<file path="config.mk">
export PLATFORM = sky130hd
export DESIGN_NAME = multi_chan_dbuf_reg
export DESIGN_NICKNAME = d
export VERILOG_FILES = /design/src/rtl/multi_chan_dbuf_reg.sv
export SDC_FILE = /design/constraint.sdc
export NUM_CORES = 1
export LEC_CHECK = 0
export BUFFER_PORTS_ARGS = -buffer_cell sky130_fd_sc_hd__buf_4
export CORE_MARGIN = 2
export CORE_UTILIZATION = 54
export DETAILED_ROUTE_END_ITERATION = 10
export PLACE_DENSITY_LB_ADDON = 0.15
export SLEW_MARGIN = 0
export SYNTH_ARGS = -nofsm -noshare
export SYNTH_HDL_FRONTEND = slang
export SYNTH_SLANG_ARGS = --single-unit
</file>
<file path="constraint.sdc">
create_clock -name clk -period 2.4 [get_ports clk]
set_clock_uncertainty 0.05 [all_clocks]
set_input_delay 0.12 -clock clk [delete_from_list [all_inputs] [get_ports clk]]
set_output_delay 0.12 -clock clk [all_outputs]
set_load 0.005 [all_outputs]
</file>
<file path="src/rtl/multi_chan_dbuf_reg.sv">
// Double-buffered multi-channel register bank: per-channel staging registers feed
// active registers that update together on an external or periodic commit event.
module multi_chan_dbuf_reg #(
  parameter int unsigned      WIDTH   = 8,
  parameter int unsigned      NCH     = 2,
  parameter int unsigned      PERIOD  = 4,
  parameter logic [WIDTH-1:0] RST_VAL = '0
) (
  input  logic                 clk,
  input  logic                 rst,
  input  logic [NCH-1:0]       wr_en,
  input  logic [NCH*WIDTH-1:0] wr_data,
  input  logic                 commit,
  input  logic                 auto_en,
  output logic [NCH*WIDTH-1:0] q,
  output logic [NCH-1:0]       pending,
  output logic                 upd,
  output logic [7:0]           commit_cnt
);

  localparam int unsigned TW = (PERIOD > 1) ? $clog2(PERIOD) : 1;
  localparam logic [TW-1:0] TIMER_LAST = TW'(PERIOD - 1);

  logic [WIDTH-1:0] stage_q  [NCH];
  logic [WIDTH-1:0] stage_d  [NCH];
  logic [WIDTH-1:0] active_q [NCH];
  logic [WIDTH-1:0] active_d [NCH];
  logic [NCH-1:0]   pending_q, pending_d;
  logic             upd_q, upd_d;
  logic [7:0]       cnt_q, cnt_d;
  logic [TW-1:0]    timer_q, timer_d;

  logic tick;
  logic ce;
  logic eff_commit;

  assign tick       = auto_en && (timer_q == TIMER_LAST);
  assign ce         = commit || tick;
  assign eff_commit = ce && (|pending_q);

  // An external commit restarts the auto-commit interval.
  always_comb begin
    timer_d = timer_q;
    if (commit || !auto_en) begin
      timer_d = '0;
    end else if (timer_q == TIMER_LAST) begin
      timer_d = '0;
    end else begin
      timer_d = timer_q + TW'(1);
    end
  end

  // Commit moves the old staged value; a same-edge write re-arms pending (set wins).
  always_comb begin
    for (int i = 0; i < NCH; i++) begin
      stage_d[i]   = stage_q[i];
      active_d[i]  = active_q[i];
      pending_d[i] = pending_q[i];
      if (ce && pending_q[i]) begin
        active_d[i]  = stage_q[i];
        pending_d[i] = 1'b0;
      end
      if (wr_en[i]) begin
        stage_d[i]   = wr_data[i*WIDTH +: WIDTH];
        pending_d[i] = 1'b1;
      end
    end
  end

  // upd is a single-cycle pulse following each effective commit; no handshake back.
  always_comb begin
    upd_d = eff_commit;
    cnt_d = eff_commit ? (cnt_q + 8'd1) : cnt_q;
  end

  always_ff @(posedge clk) begin
    if (rst) begin
      for (int i = 0; i < NCH; i++) begin
        stage_q[i]  <= RST_VAL;
        active_q[i] <= RST_VAL;
      end
      pending_q <= '0;
      upd_q     <= 1'b0;
      cnt_q     <= 8'd0;
      timer_q   <= '0;
    end else begin
      for (int i = 0; i < NCH; i++) begin
        stage_q[i]  <= stage_d[i];
        active_q[i] <= active_d[i];
      end
      pending_q <= pending_d;
      upd_q     <= upd_d;
      cnt_q     <= cnt_d;
      timer_q   <= timer_d;
    end
  end

  for (genvar g = 0; g < NCH; g++) begin : g_q
    assign q[g*WIDTH +: WIDTH] = active_q[g];
  end

  assign pending    = pending_q;
  assign upd        = upd_q;
  assign commit_cnt = cnt_q;

endmodule

</file>
==> flow_summary_export.csv, run 1 <==
group,metric,value,unit
synth,synth_top_area_share,52.2,%
route,vias,1592,
floorplan,core,3050,um2
clocking,cts-root-buf,"clkbuf_4",
setup_path,path_class,"reg -> reg",
synth,syn-cell-area,1730,um2
grt,grt_usage,24.1,%
power_and_ir_drop,power_frac_clock,34.4,%
power_and_ir_drop,p_int,1100,uW
floorplan,dieArea,3670,um2
route,dr.pass1.iters,6,
synth,synth_commonest_cells,"dfxtp_1 (45), a21oi_1 (25), nor2_1 (21), nand3_1 (19), o21ai_0 (18)",
timing,fin_ws,491,ps
placement,dp.final_hpwl,2.61,mm
setup_path,cp.required,2640,ps
synth,async_flop_share,0,%
power_and_ir_drop,p_switching,341,uW
final_layout,area_growth,36.4,%
synth,synth_nets,209,
power_and_ir_drop,ir_worst_vdd,0.000447,V
synth,synth_simple_gate_area_share,15.9,%
setup_path,cp_max_fo,23,
clocking,clock-sinks,45,
synth,ys_ff_latch,45,
floorplan,start_util,56.6,%
power_and_ir_drop,leakage,0.000989,uW
timing,hold_viol_final,0,
setup_path,r2r_cells,5,
timing,final-setup-viol-count,0,
clocking,clkTransAtPathRegs,130,ps
grt,grt_pass1_wl,6.51,mm
synth,ys_seq_area_share,52.2,%
clocking,insertion_delay,360,ps
clocking,h-tree-depth,2,
timing,slew_viol_final,0,
placement,placed_cells,266,
grt,grt_overflow,0,
power_and_ir_drop,sw_frac_of_total,23.6,%
timing,maxSlewHeadroom,46.8,%
timing,max_freq,0.524,GHz
final_layout,drive_gt1_share,25.1,%
min_path,min_path_type,"in -> reg",
timing,period_share,79.6,%
route,wl_per_cell,14.0,um
run_status,status,"completed",
synth,synth_compound_area_share,16.0,%
final_layout,diodes,0,
route,drt-total-wl,4.08,mm
floorplan,num_rows,20,
timing,layout_min_cycle_time,1910,ps
final_layout,fillers,222,
setup_path,arrival,2150,ps
grt,antenna_found_initial,0,
power_and_ir_drop,power-per-cell-area,613,nW/um2
synth,synth_cells,185,
flow_run,max_cap_viol_count,0,
power_and_ir_drop,seq_power_share,54.8,%
route,ant_nets,0,
clocking,post-cts-setup-buffers,0,
placement,place.gp.congestion,0.772,
synth,synth_edf_count,0,
clocking,cts_tree,"built",
grt,grt_max_degree,46,
final_layout,stdcell_count,291,
synth,ys_warn_count,0,
power_and_ir_drop,p_comb_share,10.9,%
synth,synth-main-ff-cell,"dfxtp_1",
floorplan,dieHeight,60.5,um
timing,fin_tns_setup,0,ps
timing,worst_slew_pin_slew,798,ps
synth,synthAdderAreaFrac,1.45,%
min_path,hold_depth,3,
placement,preCtsSetupSlack,532,ps
floorplan,io_pins,49,
route,drc_errors,0,
synth,yosysUniqueCellTypes,26,
clocking,post_cts_resized,0,
grt,grt_pass1_vias,1472,
synth,synth_xor_area_share,0,%
route,initialDrtViolationCount,66,
route,via_per_inst,5.47,
synth,synth.most_common_cell,"dfxtp_1",
synth,syn_area_per_cell,9.33,um2
timing,grt_setup_unrepaired,"no",
final_layout,nets,270,
setup_path,setup.worst_path.end_class,"register",
synth,muxShareOfSynthArea,9.93,%
synth,synth_top_family_by_area,"compound AO/OA/AOI/OAI gates",
setup_path,cp-start-kind,"register",
synth,yosys.area.top_type,"dfxtp_1",
clocking,cts-buffers-inserted,5,
floorplan,die_w,60.5,um
placement,portBuffers,48,
clocking,cts_buffer_depth,2,
synth,synth_area_leaders,"dfxtp_1 (52%), mux2i_1 (9.3%), a21oi_1 (7.2%), nand3_1 (5.5%), o21ai_0 (5.2%)",
## sequential cells by signal, summed over array words and instances, names as in the netlist
register    flops
active_q       16
commit_cnt      8
pending         2
stage_q        16
timer_q         2
upd             1
## cell type report
type,instances,area (um2),area share [%]
clock inverters,2,37.5,1.59
repair buffers,68,553,23.5
multi-input cells,123,747,31.7
inverters,3,11.3,0.478
clock buffers,6,51.3,2.18
well taps,44,55.1,2.34
flip-flops and latches,45,901,38.2
## critical path: stages (launching register included)
cell and delay (ps):
dfxtp_1 340, ha_1 240, a21oi_2 660, buf_4 300
o21ai_0 90, a21oi_1 170
## repair_timing
action	CTS	global route
hold buffers	16	1
endpoints found under the hold margin	16	1
setup endpoints to repair	0	0
## stage by stage
step / hold slack, ps / cell area (um2) / util [%] / power, uW
after floorplan: 217 / 1730 / - / 879
after global placement: 304 / 2100 / 68.7 / 931
after detailed placement: 313 / 2100 / 68.7 / 939
after CTS: 0.291 / 2350 / 76.8 / 1440
after global routing: 53.7 / 2360 / 77.2 / 1510
final: 40.6 / 2360 / 77.2 / 1440
## power groups by stage
| stage | combinational [uW] | clock (uW) | sequential, uW |
|---|---|---|---|
| after floorplan | 75.4 | 0 | 804 |
| after global placement | 126 | 0 | 806 |
| after detailed placement | 133 | 0 | 807 |
| after CTS | 154 | 496 | 790 |
| after global routing | 172 | 542 | 795 |
| final | 157 | 496 | 791 |
## cell usage in the layout (no fill, tap or decap)
master,count
and4bb_2,1
dlygate4sd3_1,17
a21oi_2,1
nor3_1,1
a21o_1,1
mux2_2,1
o211ai_1,1
clkbuf_4,5
and4b_1,1
o31ai_1,5
a21oi_1,25
nor2_1,21
ha_1,2
dfxtp_1,45
nand4_1,1
nand3b_1,1
o21ai_0,18
clkbuf_8,1
inv_1,3
mux2i_1,16
buf_4,51
nand3_1,19
or3_1,1
or4_1,5
bufinv_16,1
clkinvlp_4,1
nor4b_1,1
nor2b_1,1
## per-layer routing
layer,global-route usage (%),vias up,share of wire (%)
met5,0,-,0
met4,9.01,0,2.1
met3,7.68,12,5.8
met2,39.3,54,48
met1,30.2,741,44
li1,-,785,-
## worst paths after layout
| path | slack (ps) | to | startpoint |
|---|---|---|---|
| hold / removal | 40 | pending[1] | wr_en[1] |
| hold reg to reg | 430 | active_q[0][4] | stage_q[0][4] |
| setup reg to reg | 490 | active_q[0][3] | timer_q[0] |
| setup / recovery | 490 | active_q[0][3] | timer_q[0] |
## kinds of logic (layout without fill, tap and decap cells)
| group | after synthesis | count (layout) |
|---|---|---|
| AOI/OAI and AO/OA | 51 | 51 |
| adders and majority gates | 2 | 2 |
| buffers and inverters | 17 | 79 |
| DFF | 45 | 45 |
| muxes | 17 | 17 |
| and+or+nand+nor | 53 | 53 |
Note: power is estimated with default switching activity, not from simulation.
==> inputs of run 2 (changes only) <==
- ABC_AREA: unset -> 1
- CORE_UTILIZATION: 54 -> 50
- clock period: 2.4 -> 1.9 ns (I/O delays scaled with it)
==> run 2 against run 1 <==
  * Clock power is 9.9% lower
  * Combinational power grew 47%
  * Register-to-register slack hardly changed
  * Critical path depth increased by 2
  * Worst hold slack worse by 25 ps
  * Worst setup slack got worse by 14 ps
  * Total power up 18%
  * Routed wire length is 14% lower
  * Largest cell class unchanged
==> flow_summary_export.csv, run 2 <==
group,metric,value,unit
timing,hold_viol_final,0,
synth,yosys.area.top_type,"dfxtp_1",
synth,async_flop_share,0,%
synth,synth_commonest_cells,"nor2_1 (79), dfxtp_1 (45), o21ai_0 (33), nand2_1 (16), inv_1 (9)",
route,top_layer,"met4",
timing,slew_viol_final,0,
clocking,cts-root-buf,"clkbuf_4",
final_layout,final_cell_mix,"nor2_1 (79), buf_4 (50), dfxtp_1 (45), o21ai_0 (33), dlygate4sd3_1 (19)",
setup_path,cp-endpoint,"active_q[0][8]",
floorplan,start_util,53.1,%
power_and_ir_drop,leakage,0.00107,uW
placement,place.gp.congestion,0.797,
setup_path,cp_max_fo,9,
power_and_ir_drop,ir_worst_vdd,0.000523,V
synth,ys_warn_count,0,
final_layout,drive_gt1_share,21.4,%
clocking,cts-buffers-inserted,5,
clocking,h-tree-depth,2,
setup_path,cp.required,2100,ps
synth,yosysUniqueCellTypes,18,
clocking,post_cts_resized,0,
min_path,min_path_type,"in -> reg",
setup_path,setup.worst_path.end_class,"register",
synth,synth_top_area_share,54.6,%
setup_path,path_class,"reg -> reg",
timing,period_share,74.9,%
synth,muxShareOfSynthArea,0,%
grt,grt_pass1_wl,5.58,mm
clocking,clkTransAtPathRegs,110,ps
synth,synth_compound_area_share,14.3,%
synth,synth_area_leaders,"dfxtp_1 (55%), nor2_1 (18%), o21ai_0 (10%), nand2_1 (3.6%), a21oi_1 (2.4%)",
setup_path,r2r_cells,7,
setup_path,max_stage_delay,330,ps
synth,synth_nets,238,
floorplan,dieArea,3770,um2
route,met2WireLength,1.75,mm
power_and_ir_drop,finalPower,1700,uW
flow_run,max_cap_viol_count,0,
timing,fin_tns_setup,0,ps
synth,ys_ff_latch,45,
grt,antenna_found_initial,0,
synth,synth_cells,214,
setup_path,rrSetupSlack,480,ps
final_layout,nets,309,
route,initialDrtViolationCount,82,
setup_path,arrival,1620,ps
route,vias,1529,
clocking,cts_buffer_depth,2,
timing,grt_setup_unrepaired,"no",
timing,layout_min_cycle_time,1420,ps
route,drt-total-wl,3.52,mm
timing,fin_ws,477,ps
setup_path,timing.rr.end,"active_q[0][8]",
grt,grt_overflow,0,
floorplan,dieHeight,61.4,um
placement,portBuffers,48,
route,wl_met3,156,um
route,wl_per_cell,10.7,um
route,m1WireLength,1.57,mm
setup_path,cp-startpoint,"timer_q[0]",
synth,ys_seq_area_share,54.6,%
route,via_per_inst,4.65,
synth,synth_edf_count,0,
final_layout,diodes,0,
setup_path,crit_path_cell_trace,"ha_1, nand2_2, nand2_1, nand2_1, inv_2, nor2_1, nor2_1",
floorplan,die_w,61.4,um
clocking,cts_tree,"built",
synth,synthAdderAreaFrac,1.52,%
floorplan,core,3100,um2
grt,grt_max_degree,17,
clocking,insertion_delay,340,ps
power_and_ir_drop,power-per-cell-area,740,nW/um2
run_status,status,"completed",
final_layout,final_common_cell,"nor2_1",
timing,max_freq,0.703,GHz
synth,synth_top_family_by_area,"simple AND/OR/NAND/NOR gates",
placement,dp.final_hpwl,2.41,mm
floorplan,num_rows,20,
timing,final-setup-viol-count,0,
synth,synth_simple_gate_area_share,24.4,%
setup_path,cp-start-kind,"register",
timing,worst_slew_pin_slew,350,ps
timing,maxSlewHeadroom,76.6,%
synth,syn-cell-area,1650,um2
synth,synth-main-ff-cell,"dfxtp_1",
setup_path,critPathSlowestCell,"dfxtp_1",
final_layout,area_growth,39.3,%
grt,grt_usage,20.6,%
clocking,clock-sinks,45,
floorplan,io_pins,49,
synth,synth.most_common_cell,"nor2_1",
synth,synth_xor_area_share,0.531,%
setup_path,r2r-start,"timer_q[0]",
route,drc_errors,0,
grt,grt_pass1_vias,1329,
route,dr.pass1.iters,4,
placement,preCtsSetupSlack,472,ps
route,ant_nets,0,
synth,syn_area_per_cell,7.71,um2
==> run 2: critical path: cells and delay by family (launching register included) <==
kind | cells | cell delay [ps]
simple gates | 5 | 600
fa+ha+maj | 1 | 220
buf+inv | 1 | 130
flops | 1 | 330
==> run 2: cell type report <==
cell class | instances | area, um2
Sequential cell | 45 | 901
Fill cell | 272 | 806
Multi-Input combinational cell | 151 | 672
Timing Repair Buffer | 69 | 566
Clock buffer | 7 | 55.1
Tap cell | 44 | 55.1
Inverter | 13 | 48.8
==> run 2: cells by family (layout without fill, tap and decap cells) <==
family | Yosys count | count (layout)
simple gates | 104 | 104
flops | 45 | 45
compound gates | 44 | 44
buf+inv | 18 | 89
fa+ha+maj | 2 | 2
xor+xnor | 1 | 1
==> run 2: worst min-delay path by stage <==
stage / startpoint / to / cells past startpoint
floorplan: rst / commit_cnt[2] / 1
global placement: rst / commit_cnt[2] / 2
detailed placement: rst / commit_cnt[2] / 2
CTS: wr_en[0] / stage_q[0][4] / 3
global route: wr_en[1] / stage_q[0][10] / 3
finish: wr_en[1] / stage_q[0][10] / 3
==> run 2: stage by stage <==
step / instance area, um2 / hold WS, ps / util (%) / std cells
final: 2300 / 15.4 / 74.0 / 329
after global routing: 2300 / 15.5 / 74.0 / 329
after CTS: 2300 / 10.4 / 74.0 / 329
after detailed placement: 2050 / 247 / 66.1 / 303
after global placement: 2050 / 246 / 66.1 / 303
after floorplan: 1650 / 107 / - / 214
==> run 2: what timing repair did <==
action                    4_1_cts  5_1_grt
hold endpoints to repair       22        0
hold buffers                   19        0
buffers inserted                0        0
==> run 2: report_power, final <==
part | internal (uW) | switching (uW) | leakage, uW
Clock | 175 | 272 | 0.0000314
Sequential | 995 | 27.6 | 0.000370
Combinational | 125 | 106 | 0.000667
Total | 1290 | 406 | 0.00107
==> run 2: routing by layer <==
layer	vias up	GRT usage, %
li1	823	-
met1	663	22.8
met2	37	36.8
met3	6	7.14
met4	0	7.29
met5	-	0
==> inputs of run 3 (changes only) <==
- CORE_UTILIZATION: 50 -> 45
- clock period: 1.9 -> 1.2 ns (I/O delays scaled with it)
==> run 3 against run 2 <==
  * The flow now finishes with violations (negative setup slack)
  * Sequential power up 60%
  * First-iteration DRC count is 12% higher
  * Combinational power is 94% higher
  * Maximum frequency increased by 12%
  * Register-to-register slack lost 550 ps
  * Flip-flop and latch count stayed put
  * Critical endpoint is now commit_cnt[7]
  * Die area rose by 10%
  * Total power increased by 66%
  * Worst hold slack better by 350 ps
==> flow_summary_export.csv, run 3 (synthesized netlist as in run 2, its figures left out) <==
group,metric,value,unit
run_status,status,"finished with violations",
run_status,violations,"negative setup slack",
final_layout,drive_gt1_share,31.3,%
setup_path,cp_max_fo,7,
floorplan,dieHeight,64.5,um
grt,grt_pass1_wl,6.81,mm
floorplan,start_util,48.3,%
placement,place.gp.congestion,0.747,
timing,slew_viol_final,0,
clocking,cts-buffers-inserted,5,
flow_run,max_cap_viol_count,0,
clocking,cts_buffer_depth,2,
setup_path,max_stage_delay,510,ps
timing,grt_setup_unrepaired,"yes",
route,initialDrtViolationCount,92,
power_and_ir_drop,seq_power_share,57.8,%
clocking,cts_tree,"built",
route,dr.pass1.iters,5,
timing,max_freq,0.788,GHz
min_path,min_from,"rst",
setup_path,arrival,1530,ps
route,via_per_inst,4.68,
final_layout,diodes,0,
power_and_ir_drop,power-per-cell-area,1110,nW/um2
timing,period_share,106,%
setup_path,r2r_cells,6,
timing,worst_slew_pin_slew,295,ps
setup_path,r2r-start,"pending[0]",
power_and_ir_drop,ir_worst_vdd,0.000805,V
min_path,holdPathEnd,"commit_cnt[2]",
power_and_ir_drop,leakage,0.00116,uW
floorplan,die_w,64.5,um
clocking,clock-sinks,45,
floorplan,io_pins,49,
floorplan,num_rows,21,
floorplan,core,3420,um2
grt,grt_overflow,0,
setup_path,cp.required,1460,ps
floorplan,dieArea,4160,um2
clocking,clkTransAtPathRegs,130,ps
route,drt-total-wl,4.00,mm
route,wl_per_cell,11.7,um
final_layout,area_growth,53.7,%
min_path,hold_depth,3,
setup_path,timing.rr.end,"commit_cnt[7]",
power_and_ir_drop,p_int,2100,uW
timing,final-setup-viol-count,8,
power_and_ir_drop,power_frac_clock,26.2,%
route,ant_nets,0,
final_layout,fillers,275,
min_path,min_path_type,"in -> reg",
route,vias,1604,
final_layout,nets,321,
timing,maxSlewHeadroom,80.3,%
clocking,insertion_delay,360,ps
setup_path,crit_path_cell_trace,"nor2_2, a21oi_4, buf_4, buf_16, a21oi_1, nor2_1",
grt,grt_usage,21.1,%
setup_path,critPathSlowestCell,"dfxtp_1",
timing,fin_tns_setup,-410,ps
final_layout,final_common_cell,"nor2_1",
setup_path,setup.worst_path.end_class,"register",
setup_path,path_class,"reg -> reg",
timing,hold_viol_final,0,
grt,grt_pass1_vias,1568,
final_layout,final_cell_mix,"nor2_1 (76), buf_4 (55), dfxtp_1 (42), o21ai_0 (24), dlygate4sd3_1 (21)",
timing,layout_min_cycle_time,1270,ps
setup_path,cp-start-kind,"register",
final_layout,final_core_util,74.2,%
power_and_ir_drop,p_switching,716,uW
timing,fin_ws,-69.6,ps
grt,antenna_found_initial,0,
clocking,cts-root-buf,"clkbuf_4",
placement,portBuffers,48,
route,drc_errors,0,
placement,dp.final_hpwl,2.44,mm
setup_path,rrSetupSlack,-70,ps
setup_path,worstPathBufferInverterCount,2,
grt,grt_max_degree,24,
placement,preCtsSetupSlack,-189,ps
power_and_ir_drop,sw_frac_of_total,25.4,%
clocking,h-tree-depth,2,
power_and_ir_drop,p_comb_share,15.9,%
setup_path,path_delay_family,"flip-flops",
run 3: changes by cell type in the layout (fill, tap and decap cells not counted), moves of 4 or more:
cell / change
o21ai_2: +4
a21oi_2: +4
o21ai_1: +5
nand2_4: +4
buf_4: +5
o21ai_0: -9
a21oi_1: -4
nand3_1: -4
nand3_2: +4
run 3: what timing repair did:
item | CTS | global route
hold buffers | 21 | 0
setup buffers | 2 | 1
pin swaps | 5 | 5
cloned | 3 | 0
hold endpoints to repair | 22 | 0
resized for setup | 18 | 23
endpoints found under the setup margin | 23 | 24
run 3: layout make-up:
class                   count  area, um2  share of cell area, %
multi-input cells         153        782                   30.8
inverters                  13       53.8                   2.12
repair buffers             79        682                   26.9
well taps                  46       57.6                   2.27
flip-flops and latches     45        905                   35.7
clock buffers               7       55.1                   2.17
run 3: how the worst max path moves through the flow:
stage | endpoint | slack (ps) | cells after the start | start
after global routing | commit_cnt[7] | -150 | 8 | timer_q[0]
final | commit_cnt[7] | -70 | 6 | pending[0]
after detailed placement | active_q[0][14] | -190 | 7 | timer_q[0]
after floorplan | active_q[0][10] | -0.9 | 7 | timer_q[0]
after CTS | commit_cnt[7] | -70 | 7 | timer_q[0]
after global placement | active_q[0][14] | -130 | 7 | timer_q[0]
run 3: worst reg2reg max path, cell delays in order, from the launching register on:
cell     delay (ps)
dfxtp_1         510
nor2_2          100
a21oi_4         140
buf_4           150
buf_16          120
a21oi_1          60
nor2_1          110
run 3: power by group through the flow:
stage	Sequential (uW)	Clock, uW	Combinational, uW
floorplan	1650	0	158
global placement	1650	0	333
detailed placement	1650	0	338
CTS	1620	752	429
global route	1640	810	501
finish	1630	740	449
run 3: per-layer routing:
metal / GRT usage (%) / wire length (um) / vias to the layer above
li1: - / - / 853
met1: 26.6 / 1930 / 702
met2: 34.8 / 1810 / 44
met3: 4.69 / 218 / 5
met4: 8.78 / 36 / 0
met5: 0 / 0 / -
run 3: metrics by stage:
stage | area [um2] | instances | hold slack, ps | total power (uW)
5_1_grt | 2530 | 343 | 372 | 2950
6_report | 2530 | 343 | 366 | 2820
3_5_place_dp | 2100 | 309 | 214 | 1990
4_1_cts | 2470 | 342 | 360 | 2800
2_1_floorplan | 1650 | 214 | 72.4 | 1810
3_3_place_gp | 2100 | 309 | 214 | 1980
